## config.mk

```make
export PLATFORM = sky130hd
export DESIGN_NAME = axi_master_arbiter
export DESIGN_NICKNAME = d
export VERILOG_FILES = /design/src/rtl/axi_master_arbiter.sv
export SDC_FILE = /design/constraint.sdc
export NUM_CORES = 1
export LEC_CHECK = 0
export BUFFER_PORTS_ARGS = -buffer_cell sky130_fd_sc_hd__buf_2
export CORE_AREA = 2 2 214 216
export CTS_BUF_LIST = sky130_fd_sc_hd__clkbuf_8
export DETAILED_ROUTE_END_ITERATION = 7
export DIE_AREA = 0 0 216 218
export SYNTH_ARGS = -nofsm -noshare
export SYNTH_HDL_FRONTEND = slang
export SYNTH_SLANG_ARGS = --single-unit
```

## constraint.sdc

```tcl
create_clock -name clock -period 3.6 [get_ports clock]
set_input_delay 0.18 -clock clock [delete_from_list [all_inputs] [get_ports clock]]
set_output_delay 0.18 -clock clock [all_outputs]
set_load 0.005 [all_outputs]
```

## src/rtl/axi_master_arbiter.sv

```systemverilog
// Two-port (I-cache / D-cache) AXI4 master front end, one transaction at a time, read data passed through with zero latency.
// Requests wait in IDLE until granted; define ARB_RR_EN for round-robin arbitration instead of fixed D-over-I priority.
`timescale 1ns/1ps
module axi_master_arbiter #(
  parameter int         LINE_BEATS = 2,
  parameter logic [3:0] ID_I       = 4'd0,
  parameter logic [3:0] ID_D       = 4'd1
) (
  input  logic        clock,
  input  logic        reset,
  input  logic        i_req_valid,
  output logic        i_req_ready,
  input  logic [31:0] i_req_addr,
  output logic [63:0] i_rdata,
  output logic        i_rvalid,
  output logic        i_rlast,
  output logic        i_err,
  input  logic        d_req_valid,
  output logic        d_req_ready,
  input  logic        d_req_write,
  input  logic        d_req_single,
  input  logic [2:0]  d_req_size,
  input  logic [31:0] d_req_addr,
  input  logic [63:0] d_wdata,
  input  logic [7:0]  d_wstrb,
  input  logic        d_wvalid,
  output logic        d_wready,
  output logic [63:0] d_rdata,
  output logic        d_rvalid,
  output logic        d_rlast,
  output logic        d_done,
  output logic        d_err,
  input  logic        io_master_awready,
  output logic        io_master_awvalid,
  output logic [3:0]  io_master_awid,
  output logic [31:0] io_master_awaddr,
  output logic [7:0]  io_master_awlen,
  output logic [2:0]  io_master_awsize,
  output logic [1:0]  io_master_awburst,
  input  logic        io_master_wready,
  output logic        io_master_wvalid,
  output logic [63:0] io_master_wdata,
  output logic [7:0]  io_master_wstrb,
  output logic        io_master_wlast,
  output logic        io_master_bready,
  input  logic        io_master_bvalid,
  input  logic [3:0]  io_master_bid,
  input  logic [1:0]  io_master_bresp,
  input  logic        io_master_arready,
  output logic        io_master_arvalid,
  output logic [3:0]  io_master_arid,
  output logic [31:0] io_master_araddr,
  output logic [7:0]  io_master_arlen,
  output logic [2:0]  io_master_arsize,
  output logic [1:0]  io_master_arburst,
  output logic        io_master_rready,
  input  logic        io_master_rvalid,
  input  logic [3:0]  io_master_rid,
  input  logic [1:0]  io_master_rresp,
  input  logic [63:0] io_master_rdata,
  input  logic        io_master_rlast
);

  localparam int              CW        = $clog2(LINE_BEATS) + 1;
  localparam logic [7:0]      BURST_LEN = 8'(LINE_BEATS - 1);
  localparam logic [CW-1:0]   CNT_MAX   = CW'(LINE_BEATS);

  typedef enum logic [2:0] {IDLE, AR, R, W, B} state_t;

  state_t        state, nxt;
  logic          owner_d;
  logic          aw_done, w_done, err_acc;
  logic [2:0]    size_r;
  logic [31:0]   addr_r;
  logic [7:0]    len_r;
  logic [CW-1:0] cnt;
  logic          take, grant_d, grant_single;
  logic          last_beat, r_bad, w_hs;
  logic [3:0]    owner_id;
  logic          unused_ok;

  assign unused_ok         = ^{io_master_bid, io_master_rid};
  assign io_master_awburst = 2'b01;
  assign io_master_arburst = 2'b01;

  assign take = d_req_valid | i_req_valid;
`ifdef ARB_RR_EN
  logic last_d;
  // On a tie the port that was not served last wins.
  assign grant_d = d_req_valid & (~i_req_valid | ~last_d);
`else
  assign grant_d = d_req_valid;
`endif
  assign grant_single = grant_d & d_req_single;

  assign owner_id  = owner_d ? ID_D : ID_I;
  assign last_beat = (8'(cnt) == len_r);
  // A burst is bad if any beat errored or rlast lands on the wrong beat index.
  assign r_bad     = err_acc | (io_master_rresp != 2'b00) | ~last_beat;

  always_ff @(posedge clock or negedge reset) begin
    if (!reset) begin
      state   <= IDLE;
      owner_d <= 1'b0;
      aw_done <= 1'b0;
      w_done  <= 1'b0;
      err_acc <= 1'b0;
      size_r  <= 3'd0;
      addr_r  <= 32'd0;
      len_r   <= 8'd0;
      cnt     <= '0;
`ifdef ARB_RR_EN
      last_d  <= 1'b0;
`endif
    end else begin
      state <= nxt;
      case (state)
        IDLE: if (take) begin
          owner_d <= grant_d;
          size_r  <= grant_single ? d_req_size : 3'd3;
          len_r   <= grant_single ? 8'd0 : BURST_LEN;
          addr_r  <= grant_d ? d_req_addr : i_req_addr;
          cnt     <= '0;
          aw_done <= 1'b0;
          w_done  <= 1'b0;
          err_acc <= 1'b0;
`ifdef ARB_RR_EN
          last_d  <= grant_d;
`endif
        end
        R: if (io_master_rvalid) begin
          if (cnt != CNT_MAX) cnt <= cnt + CW'(1);
          if (io_master_rresp != 2'b00) err_acc <= 1'b1;
        end
        W: begin
          if (io_master_awvalid && io_master_awready) aw_done <= 1'b1;
          if (w_hs) begin
            if (cnt != CNT_MAX) cnt <= cnt + CW'(1);
            if (io_master_wlast) w_done <= 1'b1;
          end
        end
        default: ;
      endcase
    end
  end

  always_comb begin
    nxt               = state;
    i_req_ready       = 1'b0;
    d_req_ready       = 1'b0;
    i_rdata           = 64'd0;
    i_rvalid          = 1'b0;
    i_rlast           = 1'b0;
    i_err             = 1'b0;
    d_wready          = 1'b0;
    d_rdata           = 64'd0;
    d_rvalid          = 1'b0;
    d_rlast           = 1'b0;
    d_done            = 1'b0;
    d_err             = 1'b0;
    io_master_awvalid = 1'b0;
    io_master_awid    = 4'd0;
    io_master_awaddr  = 32'd0;
    io_master_awlen   = 8'd0;
    io_master_awsize  = 3'd0;
    io_master_wvalid  = 1'b0;
    io_master_wdata   = 64'd0;
    io_master_wstrb   = 8'd0;
    io_master_wlast   = 1'b0;
    io_master_bready  = 1'b0;
    io_master_arvalid = 1'b0;
    io_master_arid    = 4'd0;
    io_master_araddr  = 32'd0;
    io_master_arlen   = 8'd0;
    io_master_arsize  = 3'd0;
    io_master_rready  = 1'b0;
    w_hs              = 1'b0;
    case (state)
      IDLE: if (take) begin
        d_req_ready = grant_d;
        i_req_ready = ~grant_d;
        nxt         = (grant_d && d_req_write) ? W : AR;
      end
      AR: begin
        io_master_arvalid = 1'b1;
        io_master_arid    = owner_id;
        io_master_araddr  = addr_r;
        io_master_arlen   = len_r;
        io_master_arsize  = size_r;
        if (io_master_arready) nxt = R;
      end
      R: begin
        io_master_rready = 1'b1;
        if (owner_d) begin
          d_rvalid = io_master_rvalid;
          d_rdata  = io_master_rdata;
          d_rlast  = io_master_rvalid & io_master_rlast;
          d_done   = io_master_rvalid & io_master_rlast;
          d_err    = io_master_rvalid & io_master_rlast & r_bad;
        end else begin
          i_rvalid = io_master_rvalid;
          i_rdata  = io_master_rdata;
          i_rlast  = io_master_rvalid & io_master_rlast;
          i_err    = io_master_rvalid & io_master_rlast & r_bad;
        end
        if (io_master_rvalid && io_master_rlast) nxt = IDLE;
      end
      W: begin
        // AW and W proceed independently; W beats may finish before AW is accepted.
        io_master_awvalid = ~aw_done;
        io_master_awid    = owner_id;
        io_master_awaddr  = addr_r;
        io_master_awlen   = len_r;
        io_master_awsize  = size_r;
        io_master_wvalid  = d_wvalid & ~w_done;
        d_wready          = io_master_wready & ~w_done;
        io_master_wdata   = d_wdata;
        io_master_wstrb   = d_wstrb;
        io_master_wlast   = ~w_done & last_beat;
        w_hs              = io_master_wvalid & io_master_wready;
        if ((w_done || (w_hs && io_master_wlast)) && (aw_done || io_master_awready))
          nxt = B;
      end
      B: begin
        io_master_bready = 1'b1;
        if (io_master_bvalid) begin
          d_done = 1'b1;
          d_err  = (io_master_bresp != 2'b00);
          nxt    = IDLE;
        end
      end
      default: nxt = IDLE;
    endcase
  end

endmodule

```

# After elaboration in Yosys (flattened, before gate mapping)
# Index checks and enable logic that the tools add are counted.
# word_totals
elab_cells	125
inputBits	228
regBits	52
output_inout_bits	314
# op_classes
muxes	66
addsub	1
bitwise	14
reduce_logical	19
eq_ne	16
# ops
cell	count
two-way mux 64 bit	5
two-way mux 32 bit	3
two-way mux 1 bit	35
two-way mux 3 bit	8
two-way mux 8 bit	3
inequality test 2 bit (second input constant)	11
case mux 3 bit (5 select lines)	1
AND reduction 4 bit	3
two-way mux 2 bit	5
case mux 1 bit (2 select lines)	5
== test 2 x 8 -> 1 bit	1
nonzero test 2 bit	4
bitwise AND 1 bit	7
== test 3 x 2 -> 1 bit (second input constant)	2
case mux 2 bit (3 select lines)	1
logical AND 1 bit	5
AND reduction 5 bit	1
NOT 1 bit	4
== test 3 x 1 -> 1 bit (second input constant)	1
== test 3 bit (second input constant)	1
logical NOT 3 bit	1
bitwise OR 1 bit	3
AND reduction 3 bit	1
nonzero test 3 bit	1
3 further kinds	4

# Depth between registers and ports, before layout
# Gate-level depths: netlist of run 1.
# logic_depth
word_depth	8
ltp_mapped	6
depth_no_buf	6

# Least setup slack after synthesis of run 1
# Ideal clock, no wire load.
# synth_timing
path_kind	reg2out
start	reg state[2]
end	out d_rdata[14]
t_required_ns	3.420
n_path_buf	2
arrival_ns	1.304
stages_incl_launch_ff	7
setup_slack_ns	2.116
path_cell_list	dfrtp_1 nor2_1 nand2_1 inv_1 clkbuf_2 clkbuf_1 and3_1
# synth_via
elab_chain_len	2
# synth_rtl
element	line	source
start: declaration	70	state_t state, nxt;
start signal: assignment	116	state <= nxt;
== test 3 x 2 -> 1 bit	178	case (state)
two-way mux 64 bit	178	
end: declaration	28	output logic [63:0] d_rdata,
# No other way between the ends.

# Worst setup path after layout of run 1
# layout_timing
start	reg state[1]
end	out io_master_awid[0]
# layout_via
elab_chain_len	2
# layout_rtl
element	line	source
== test 3 x 2 -> 1 bit	178	
two-way mux 1 bit	178	
end: declaration	35	output logic [3:0] io_master_awid,
# No other way between the ends.

==> impl_results.md, run 1 <==
- Max-slew violations: 0
- Total CTS buffers: 5
- Post-route insts no fill: 1,659
- Final WL: 24,100 um
- Sequential area share after synthesis: 25.3%
- # port buffers: 509
- Core Region: 44,900 sq um
- Post-synthesis register bit count: 45
- Worst Path Class, Setup: register to output pin
- Max Cap Viol: 0
- Final Util: 16.9%
- Worst Path Required: 3.42 ns
- Outcome: finished clean
- Post-synth ARST share: 100%
- Vias in the first global route: 5,416
- Drt via density: 3.66
- Commonest non-fill, non-tap cell in the layout: buf_2
- Full die area: 47,100 sq um
- Max H-tree Level: 2
- Max Buffers Root-to-Sink: 2
- CP Launch Type: register
- Clock latency on the worst-skew pair: 0.35 ns
- Syn. warnings: 0
- Initial Utilization: 9.91%
- # DRC: 0
- Max Clock Freq: 354 MHz
- Worst Path Max Fanout: 105
- Class of the most critical hold timing path: input pin to register
- Overall Power: 3.66 mW
- Slew @ Worst Pin: 1.13 ns
- CTS tree: yes
- Antenna-violating nets left: 0
- Netlist cell types: 45
- Synth Cell Area: 4450 sq um
- Drt wl/cell: 14.5 um
- Total global-route track usage: 9.34%
- Placed Cells: 1,644
- Slew HR: 24.9%
- Fillcell total: 5,084
- CTS Sinks: 45
- Grt ovf: 0
- P_leak: 5.12 nW
- Setup total negative slack: 0 ns
- Number of synthesized flops with an enable pin: 0
- Crit end category: output pin
- IO Count: 542
- Post-synthesis area per instance: 7.43 sq um
- Critical Path AT: 2.64 ns
- RSZ-0062 raised after global routing: no
- Largest net degree at the start of global routing: 146
- Final setup fails: 0
- Share of layout cells above drive strength 1: 50.7%
- Post-CTS Setup Inserts: 0
- Post-Route Skew: 0.0126 ns
- Height of the die: 218 um
- Gpl congestion: 0.828
- First-pass GRT wire length: 32,900 um
- DR pass1 iterations: 4
- Die X: 216 um
- Detailed Place HPWL: 19,100 um
- Cell Pwr Density: 483 nW/um^2
- Iter 0 DRT Violations: 398
- Most frequent cells in the layout: buf_2 (509), and3_1 (211), and2_1 (68)
- Net count, final: 1,283
- Area Overhead vs Synth: 70.2%
- Final hold vios: 0
- CTS clock-pin slew for the worst setup and hold paths: 0.10 ns
- Clock root buffer: clkbuf_8
- Via count: 6,068
- Final min period: 2.82 ns
- Initial antenna violation count: 5
- Crit share post-route: 78.4%
- # rows: 78
- Ys flop type: dfrtp_1
- Maximum VDD drop: 342 uV
- Cell count after synthesis: 599
- Post_cts resized: 0
path summary, 6_finish.rpt:
path	start	endpoint	slack, ns	cells past startpoint
max	state[1]	io_master_awid[0]	0.78	4
max in group asynchronous	reset	addr_r[10]	2.45	3
min	d_req_size[2]	size_r[2]	0.09	2
min reg2reg	addr_r[9]	addr_r[9]	0.50	2
max reg2reg	state[1]	state[2]	1.17	4
min in group asynchronous	reset	addr_r[26]	0.35	2
sequential cells by signal, summed over array words and instances, names as in the netlist:
name / count
err_acc: 1
addr_r: 32
aw_done: 1
cnt: 2
w_done: 1
len_r: 1
state: 3
size_r: 3
owner_d: 1
report_power, final:
part	internal [mW]	switching (mW)	total, mW
registers	0.743	0.356	1.10
clock network	0.135	0.233	0.369
logic	0.913	1.28	2.19
total	1.79	1.87	3.66
per-layer routing:
layer / vias up / track usage (%) / part of all wire, %
met2: 306 / 15.1 / 47
met5: - / 0 / 0
met4: 0 / 4.91 / 3.7
met1: 2795 / 11.5 / 41
met3: 26 / 2.25 / 8.0
li1: 2941 / - / -
final cells by class:
cell class,instances,area (sq um),share of cell area (%)
diodes,5,12.5,0.165
clock buffers,5,68.8,0.908
clock inverters,2,13.8,0.182
inverters,5,18.8,0.248
multi-input cells,479,2960,39.0
flip-flops and latches,45,1130,14.9
well taps,600,751,9.91
repair buffers,518,2620,34.6
stage by stage:
stage	setup WS, ns	cell area, sq um	hold WS, ns
after floorplan	2.12	4530	-0.116
after global placement	1.28	7450	0.244
after detailed placement	1.18	7450	0.245
after CTS	0.752	7560	0.0371
after global routing	0.521	7570	0.0627
final	0.778	7580	0.0871
timing repair:
item                                    4_1_cts  5_1_grt
hold buffers                                  3        0
endpoints found under the setup margin        0        0
hold endpoints to repair                     21        0
worst max-delay path, stage by stage, from the launching register on:
cell     delay, ns
dfrtp_1       0.70
and2b_4       0.90
buf_4         0.29
and3_1        0.15
buf_2         0.11
cell usage after synthesis (all sizes together), types with 3 or more instances:
master | n | share of area [%]
a21oi | 4 | 0.45
and2 | 68 | 9.6
and3 | 211 | 30
buf | 36 | 5.5
clkbuf | 56 | 4.8
dfrtp | 45 | 25
inv | 5 | 0.42
mux2i | 33 | 7.4
nand2 | 46 | 3.9
nand2b | 3 | 0.42
nor2 | 12 | 1.0
nor2b | 3 | 0.42
nor3 | 4 | 0.45
o21ai | 39 | 4.4
o22a | 3 | 0.59
kinds of logic after synthesis:
kind of cell    Yosys count  synth area share (%)
simple gates            357                  47.1
buf+inv                  97                  10.7
compound gates           62                  8.58
flops                    45                  25.3
mux                      34                  7.68
other cells               2                 0.169
fa+ha+maj                 1                 0.281
xor+xnor                  1                 0.197
No activity file was read; power rests on OpenSTA's default activity.
==> run 2: changes to the inputs <==
==> constraint.sdc (replaced) <==
create_clock -name clock -period 2.4 [get_ports clock]
set_input_delay 0.12 -clock clock [delete_from_list [all_inputs] [get_ports clock]]
set_output_delay 0.12 -clock clock [all_outputs]
set_load 0.005 [all_outputs]
==> impl_results.md, run 2 (same netlist as run 1, synthesis figures left out) <==
- IO Count: 542 (unchanged)
- Vias in the first global route: 5,438 (+0.41%)
- Detailed Place HPWL: 19,100 um (about the same)
- CTS clock-pin slew for the worst setup and hold paths: 0.11 ns (about the same)
- Outcome: finished clean
- Clock latency on the worst-skew pair: 0.36 ns (about the same)
- # port buffers: 509 (unchanged)
- Final hold vios: 0 (unchanged)
- Drt via density: 3.70 (+1.1%)
- # rows: 78 (unchanged)
- Final setup fails: 0 (unchanged)
- Total CTS buffers: 5 (unchanged)
- Gpl congestion: 0.827 (-0.12%)
- Share of layout cells above drive strength 1: 50.8% (+0.088 points)
- Final WL: 24,100 um (about the same)
- Slew @ Worst Pin: 0.657 ns (-0.470 ns)
- # DRC: 0 (unchanged)
- CP Launch Type: register
- Total global-route track usage: 9.31% (-0.023 points)
- CP bufs+invs: 2 (unchanged)
- Crit share post-route: 87.8%
- Clock root buffer: clkbuf_8
- Most frequent cells in the layout: buf_2 (509), and3_1 (211), and2_1 (68)
- Cell area after layout: 7760 sq um (+2.4%)
- First-pass GRT wire length: 32,900 um (about the same)
- Largest net degree at the start of global routing: 158 (+8.2%)
- Worst Path Class, Setup: register to output pin
- Critical Path AT: 1.99 ns (-0.65 ns)
- Slew HR: 56.2% (+31 points)
- R2R depth: 5 (+1)
- Via count: 6,158 (+1.5%)
- Drt wl/cell: 14.5 um (-0.37%)
- Hold Path Stages: 3 (+1)
- Max Buffers Root-to-Sink: 2 (unchanged)
- P_leak: 5.20 nW (+1.5%)
- Max reg flops: 32 (unchanged)
- Die X: 216 um (unchanged)
- Commonest non-fill, non-tap cell in the layout: buf_2
- Biggest register: addr_r
- R2r setup slk: 0.64 ns (-0.53 ns)
- Antenna-violating nets left: 0 (unchanged)
- CTS tree: yes
- Core Region: 44,900 sq um (unchanged)
- DR pass1 iterations: 6 (+2)
- RSZ-0062 raised after global routing: no
- Cell Pwr Density: 743 nW/um^2 (+54%)
- Area Overhead vs Synth: 74.3%
- CTS Sinks: 45 (unchanged)
- Crit end category: output pin
- Full die area: 47,100 sq um (unchanged)
- Placement Cell Area: 7560 sq um (+1.4%)
- Slowest Stage Delay on Critical Path: 0.51 ns (-0.39 ns)
- Worst Path Max Fanout: 109 (+3.8%)
- Initial antenna violation count: 3 (-2)
- Class of the most critical hold timing path: input pin to register
- Iter 0 DRT Violations: 394 (-1.0%)
- Max-slew violations: 0 (unchanged)
- Cell family with most CP delay: simple AND/OR/NAND/NOR gates
- Maximum VDD drop: 425 uV (+24%)
- Worst Path Required: 2.28 ns (-1.14 ns)
- Regs by FF count: addr_r x32, size_r x3, state x3
- Grt ovf: 0 (unchanged)
- Max Cap Viol: 0 (unchanged)
- Post-Route Skew: 0.00847 ns (-0.00414 ns)
- Critical-path top delay cell: dfrtp_1
- Net count, final: 1,292 (+0.70%)
- Setup total negative slack: 0 ns (unchanged)
- Cell depth of the worst setup path: 4 (unchanged)
- Initial Utilization: 9.91% (unchanged)
- Final min period: 2.11 ns
- Post-CTS Setup Inserts: 0 (unchanged)
- Height of the die: 218 um (unchanged)
- Max H-tree Level: 2 (unchanged)
- Max Clock Freq: 474 MHz
- Crit-path cells: and2b_4 -> buf_12 -> and3_1 -> buf_2
-- run 2: routing by layer --
| layer | vias to the layer above | track usage [%] | share of wire [%] |
|---|---|---|---|
| met1 | 2867 | 11.6 | 42 |
| met2 | 317 | 15.5 | 48 |
| li1 | 2955 | - | - |
| met5 | - | 0 | 0 |
| met3 | 19 | 2.18 | 7.3 |
| met4 | 0 | 3.68 | 2.6 |
-- run 2: path summary, 6_finish.rpt --
path | startpoint | end
hold reg to reg | addr_r[9] | addr_r[9]
setup / recovery | state[2] | io_master_wdata[61]
setup reg to reg | state[1] | size_r[1]
min in group asynchronous | reset | addr_r[27]
hold / removal | i_req_addr[28] | addr_r[28]
max in group asynchronous | reset | addr_r[13]
-- run 2: per-stage QoR --
step / hold slack (ns) / power [mW] / setup WS [ns] / instances / util, %
finish: 0.0482 / 5.77 / 0.292 / 1666 / 17.3
global route: 0.0298 / 6.31 / 0.119 / 1666 / 17.3
CTS: 0.00102 / 5.89 / 0.125 / 1664 / 17.3
detailed placement: 0.196 / 5.14 / 0.541 / 1648 / 16.8
global placement: 0.186 / 5.01 / 0.535 / 1648 / 16.8
floorplan: -0.176 / 3.44 / 0.928 / 621 / -
-- run 2: layout make-up --
type / instances / area (sq um)
Tap cell: 600 / 751
Antenna cell: 2 / 5.00
Sequential cell: 45 / 1130
Clock buffer: 5 / 68.8
Clock inverter: 3 / 47.5
Multi-Input combinational cell: 479 / 2960
Fill cell: 5065 / 37100
Inverter: 5 / 18.8
Timing Repair Buffer: 527 / 2780
-- run 2: power by group --
part / total [mW] / internal [mW] / switching, mW
Sequential: 1.54 / 1.12 / 0.425
Clock: 0.673 / 0.319 / 0.355
Combinational: 3.55 / 1.50 / 2.05
Total: 5.77 / 2.94 / 2.83
-- run 2: tightest hold or removal path, cell delays in order --
cell,delay (ns)
buf_2,0.07
mux2i_1,0.05
o21ai_0,0.13
-- run 2: timing repair --
| item | 4_1_cts | 5_1_grt |
|---|---|---|
| endpoints found under the hold margin | 27 | 0 |
| endpoints found under the setup margin | 0 | 31 |
| hold buffers | 8 | 0 |
| gates resized for setup | 0 | 1 |
==> run 3: changes to the inputs <==
--- a/config.mk
+++ b/config.mk
@@ -6,10 +6,13 @@
 export NUM_CORES = 1
 export LEC_CHECK = 0
 export BUFFER_PORTS_ARGS = -buffer_cell sky130_fd_sc_hd__buf_2
-export CORE_AREA = 2 2 214 216
+export CELL_PAD_IN_SITES_DETAIL_PLACEMENT = 0
+export CELL_PAD_IN_SITES_GLOBAL_PLACEMENT = 2
+export CORE_AREA = 2 2 212 214
 export CTS_BUF_LIST = sky130_fd_sc_hd__clkbuf_8
 export DETAILED_ROUTE_END_ITERATION = 7
-export DIE_AREA = 0 0 216 218
+export DIE_AREA = 0 0 214 216
+export PLACE_DENSITY_LB_ADDON = 0.1
 export SYNTH_ARGS = -nofsm -noshare
 export SYNTH_HDL_FRONTEND = slang
 export SYNTH_SLANG_ARGS = --single-unit
==> impl_results.md, run 3 (same netlist as run 1, synthesis figures left out) <==
- Outcome: finished clean
- Total CTS buffers: 5 (unchanged)
- Crit end category: output pin
- Cell Pwr Density: 765 nW/um^2 (+3.0%)
- Worst Path Max Fanout: 55 (-50%)
- Critical-path top delay cell: dfrtp_1
- CP Launch Type: register
- Initial antenna violation count: 4 (+1)
- Hold slack: 0.0620 ns (+0.0138 ns)
- Most frequent cells in the layout: buf_2 (509), and3_1 (211), and2_1 (68)
- Share of layout cells above drive strength 1: 51.4% (+0.70 points)
- Final setup fails: 0 (unchanged)
- # DRC: 0 (unchanged)
- Ant diodes: 0 (-2)
- Worst slack, placed: 0.514 ns (-0.0274 ns)
- Post-route insts no fill: 1,663 (-0.18%)
- Fillcell total: 5,087 (+0.43%)
- Register area: 1130 sq um (-0.11%)
- Flop pwr share: 24.7% (-2.1 points)
- Slowest Stage Delay on Critical Path: 0.51 ns (about the same)
- Height of the die: 216 um (-0.92%)
- DR pass1 iterations: 4 (-2)
- Iter 0 DRT Violations: 286 (-27%)
- Max Cap Viol: 0 (unchanged)
- Largest net degree at the start of global routing: 165 (+4.4%)
- CTS tree: yes
- Die X: 214 um (-0.93%)
- DRT met1 WL: 11,900 um (+18%)
- Worst Path Class, Setup: register to output pin
- Initial Utilization: 10.2% (+0.24 points)
- Core Region: 43,800 sq um (-2.4%)
- Max-slew violations: 0 (unchanged)
- DR top layer: met5
- Placed Cells: 1,650 (+0.12%)
- Antenna-violating nets left: 0 (unchanged)
- Max H-tree Level: 2 (unchanged)
- Drt via density: 3.59 (-2.9%)
- Final WL: 30,100 um (+25%)
- RSZ-0062 raised after global routing: no
- Detailed Place HPWL: 23,800 um (+24%)
- Routed length on met3: 2150 um (+23%)
- Slew HR: 45.4% (-11 points)
- Setup total negative slack: 0 ns (unchanged)
- Class of the most critical hold timing path: input pin to register
- Crit-path cells: nor2_1 -> nand2_1 -> inv_1 -> buf_12 -> and3_1 -> buf_2
- Clock root buffer: clkbuf_8
- Total global-route track usage: 12.3% (+3.0 points)
- Final min period: 2.16 ns (+0.0494 ns)
- CTS clock-pin slew for the worst setup and hold paths: 0.10 ns (about the same)
- Internal power: 2.96 mW (+0.59%)
- Max Buffers Root-to-Sink: 2 (unchanged)
- CP bufs+invs: 3 (+1)
- Met2 routed WL: 15,600 um (+34%)
- Area of the multi-input gates: 2960 sq um (unchanged)
- Switching fraction of total power: 50.3% (+1.3 points)
- Gpl congestion: 0.845 (+2.2%)
- Grt ovf: 0 (unchanged)
- Full die area: 46,200 sq um (-1.8%)
- Clock latency on the worst-skew pair: 0.32 ns (-0.04 ns)
- Biggest register: addr_r
- Comb pwr share: 65.8% (+4.2 points)
- Worst Path Required: 2.28 ns (about the same)
- First-pass GRT wire length: 42,900 um (+30%)
- Final worst slack: 0.242 ns (-0.0494 ns)
- Area Overhead vs Synth: 74.7%
- Max Clock Freq: 463 MHz (-2.3%)
- Drt wl/cell: 18.1 um (+25%)
- # rows: 77 (-1.3%)
- Maximum VDD drop: 390 uV (-8.2%)
- Max reg flops: 32 (unchanged)
- # port buffers: 509 (unchanged)
- Vias in the first global route: 5,974 (+9.9%)
- P_leak: 5.23 nW (+0.67%)
- Cell family with most CP delay: simple AND/OR/NAND/NOR gates
- Post_cts resized: 0 (unchanged)
- Commonest non-fill, non-tap cell in the layout: buf_2
- Final hold vios: 0 (unchanged)
- CTS Sinks: 45 (unchanged)
- Via count: 5,966 (-3.1%)
- Slew @ Worst Pin: 0.819 ns (+0.162 ns)
- Regs by FF count: addr_r x32, size_r x3, state x3
- Critical Path AT: 2.04 ns (+0.05 ns)
- Post-Route Skew: 0.00824 ns (-0.000234 ns)
- Net count, final: 1,299 (+0.54%)
- Sw power: 2.99 mW (+5.9%)
- Clk network pwr share: 9.4% (-2.3 points)
- IO Count: 542 (unchanged)
- Crit share post-route: 89.9% (+2.1 points)
- Final Util: 17.7% (+0.45 points)
==> run 3: cell count changes in the layout (fill, tap and decap cells not counted) <==
cell and delta:
inv_6 -2, dfrtp_1 +1, buf_12 +1, diode_2 -2
clkinv_4 +1, clkinv_2 +1, buf_4 +11, clkbuf_8 +1
dfrtp_2 -1, bufinv_16 -1, dlygate4sd3_1 -5
==> run 3: worst register-to-register path: cells and delay by family (launching register included) <==
kind                   cells  cell delay [ns]
multiplexers               1             0.35
flip-flops                 1             0.49
AO/OA/AOI/OAI              2             0.50
buffers and inverters      2             0.27
==> run 3: repair_timing <==
action / in CTS / in global routing
hold endpoints to repair: 29 / 0
hold buffers: 3 / 0
endpoints found under the setup margin: 0 / 11
buffers inserted: 0 / 2
==> run 3: area by class of cell <==
cell class              count  share of cell area, %
clock buffers               6                   1.06
well taps                 592                   9.53
clock inverters             2                  0.177
inverters                   5                  0.241
repair buffers            534                   36.4
multi-input cells         479                   38.0
flip-flops and latches     45                   14.5
==> run 3: layer usage <==
| layer | vias to the layer above | GRT usage (%) |
|---|---|---|
| met5 | - | 0 |
| met4 | 4 | 2.42 |
| met3 | 22 | 3.61 |
| met2 | 255 | 22.7 |
| met1 | 2714 | 13.9 |
| li1 | 2971 | - |
==> run 3: per-stage QoR <==
step | power [mW] | instance area (sq um)
after detailed placement | 5.51 | 7620
after floorplan | 3.44 | 4530
after global routing | 6.59 | 7770
after CTS | 6.13 | 7750
final | 5.95 | 7770
after global placement | 5.57 | 7620
==> run 3: path summary, 6_finish.rpt <==
kind	cells past startpoint	to	start	slack [ns]
setup / recovery	6	d_rdata[63]	state[2]	0.24
hold / removal	2	size_r[2]	d_req_size[2]	0.06
setup reg to reg	5	cnt[1]	state[1]	0.68
hold reg to reg	2	addr_r[31]	addr_r[31]	0.50
max in group asynchronous	3	len_r[0]	reset	1.28
min in group asynchronous	2	addr_r[18]	reset	0.41
==> run 3: power by group through the flow <==
stage               sequential [mW]  clock, mW  combinational [mW]
detailed placement             1.49          0                4.01
floorplan                      1.30          0                2.14
global placement               1.49          0                4.08
finish                         1.47      0.560                3.92
global route                   1.54      0.648                4.41
CTS                            1.48      0.626                4.02
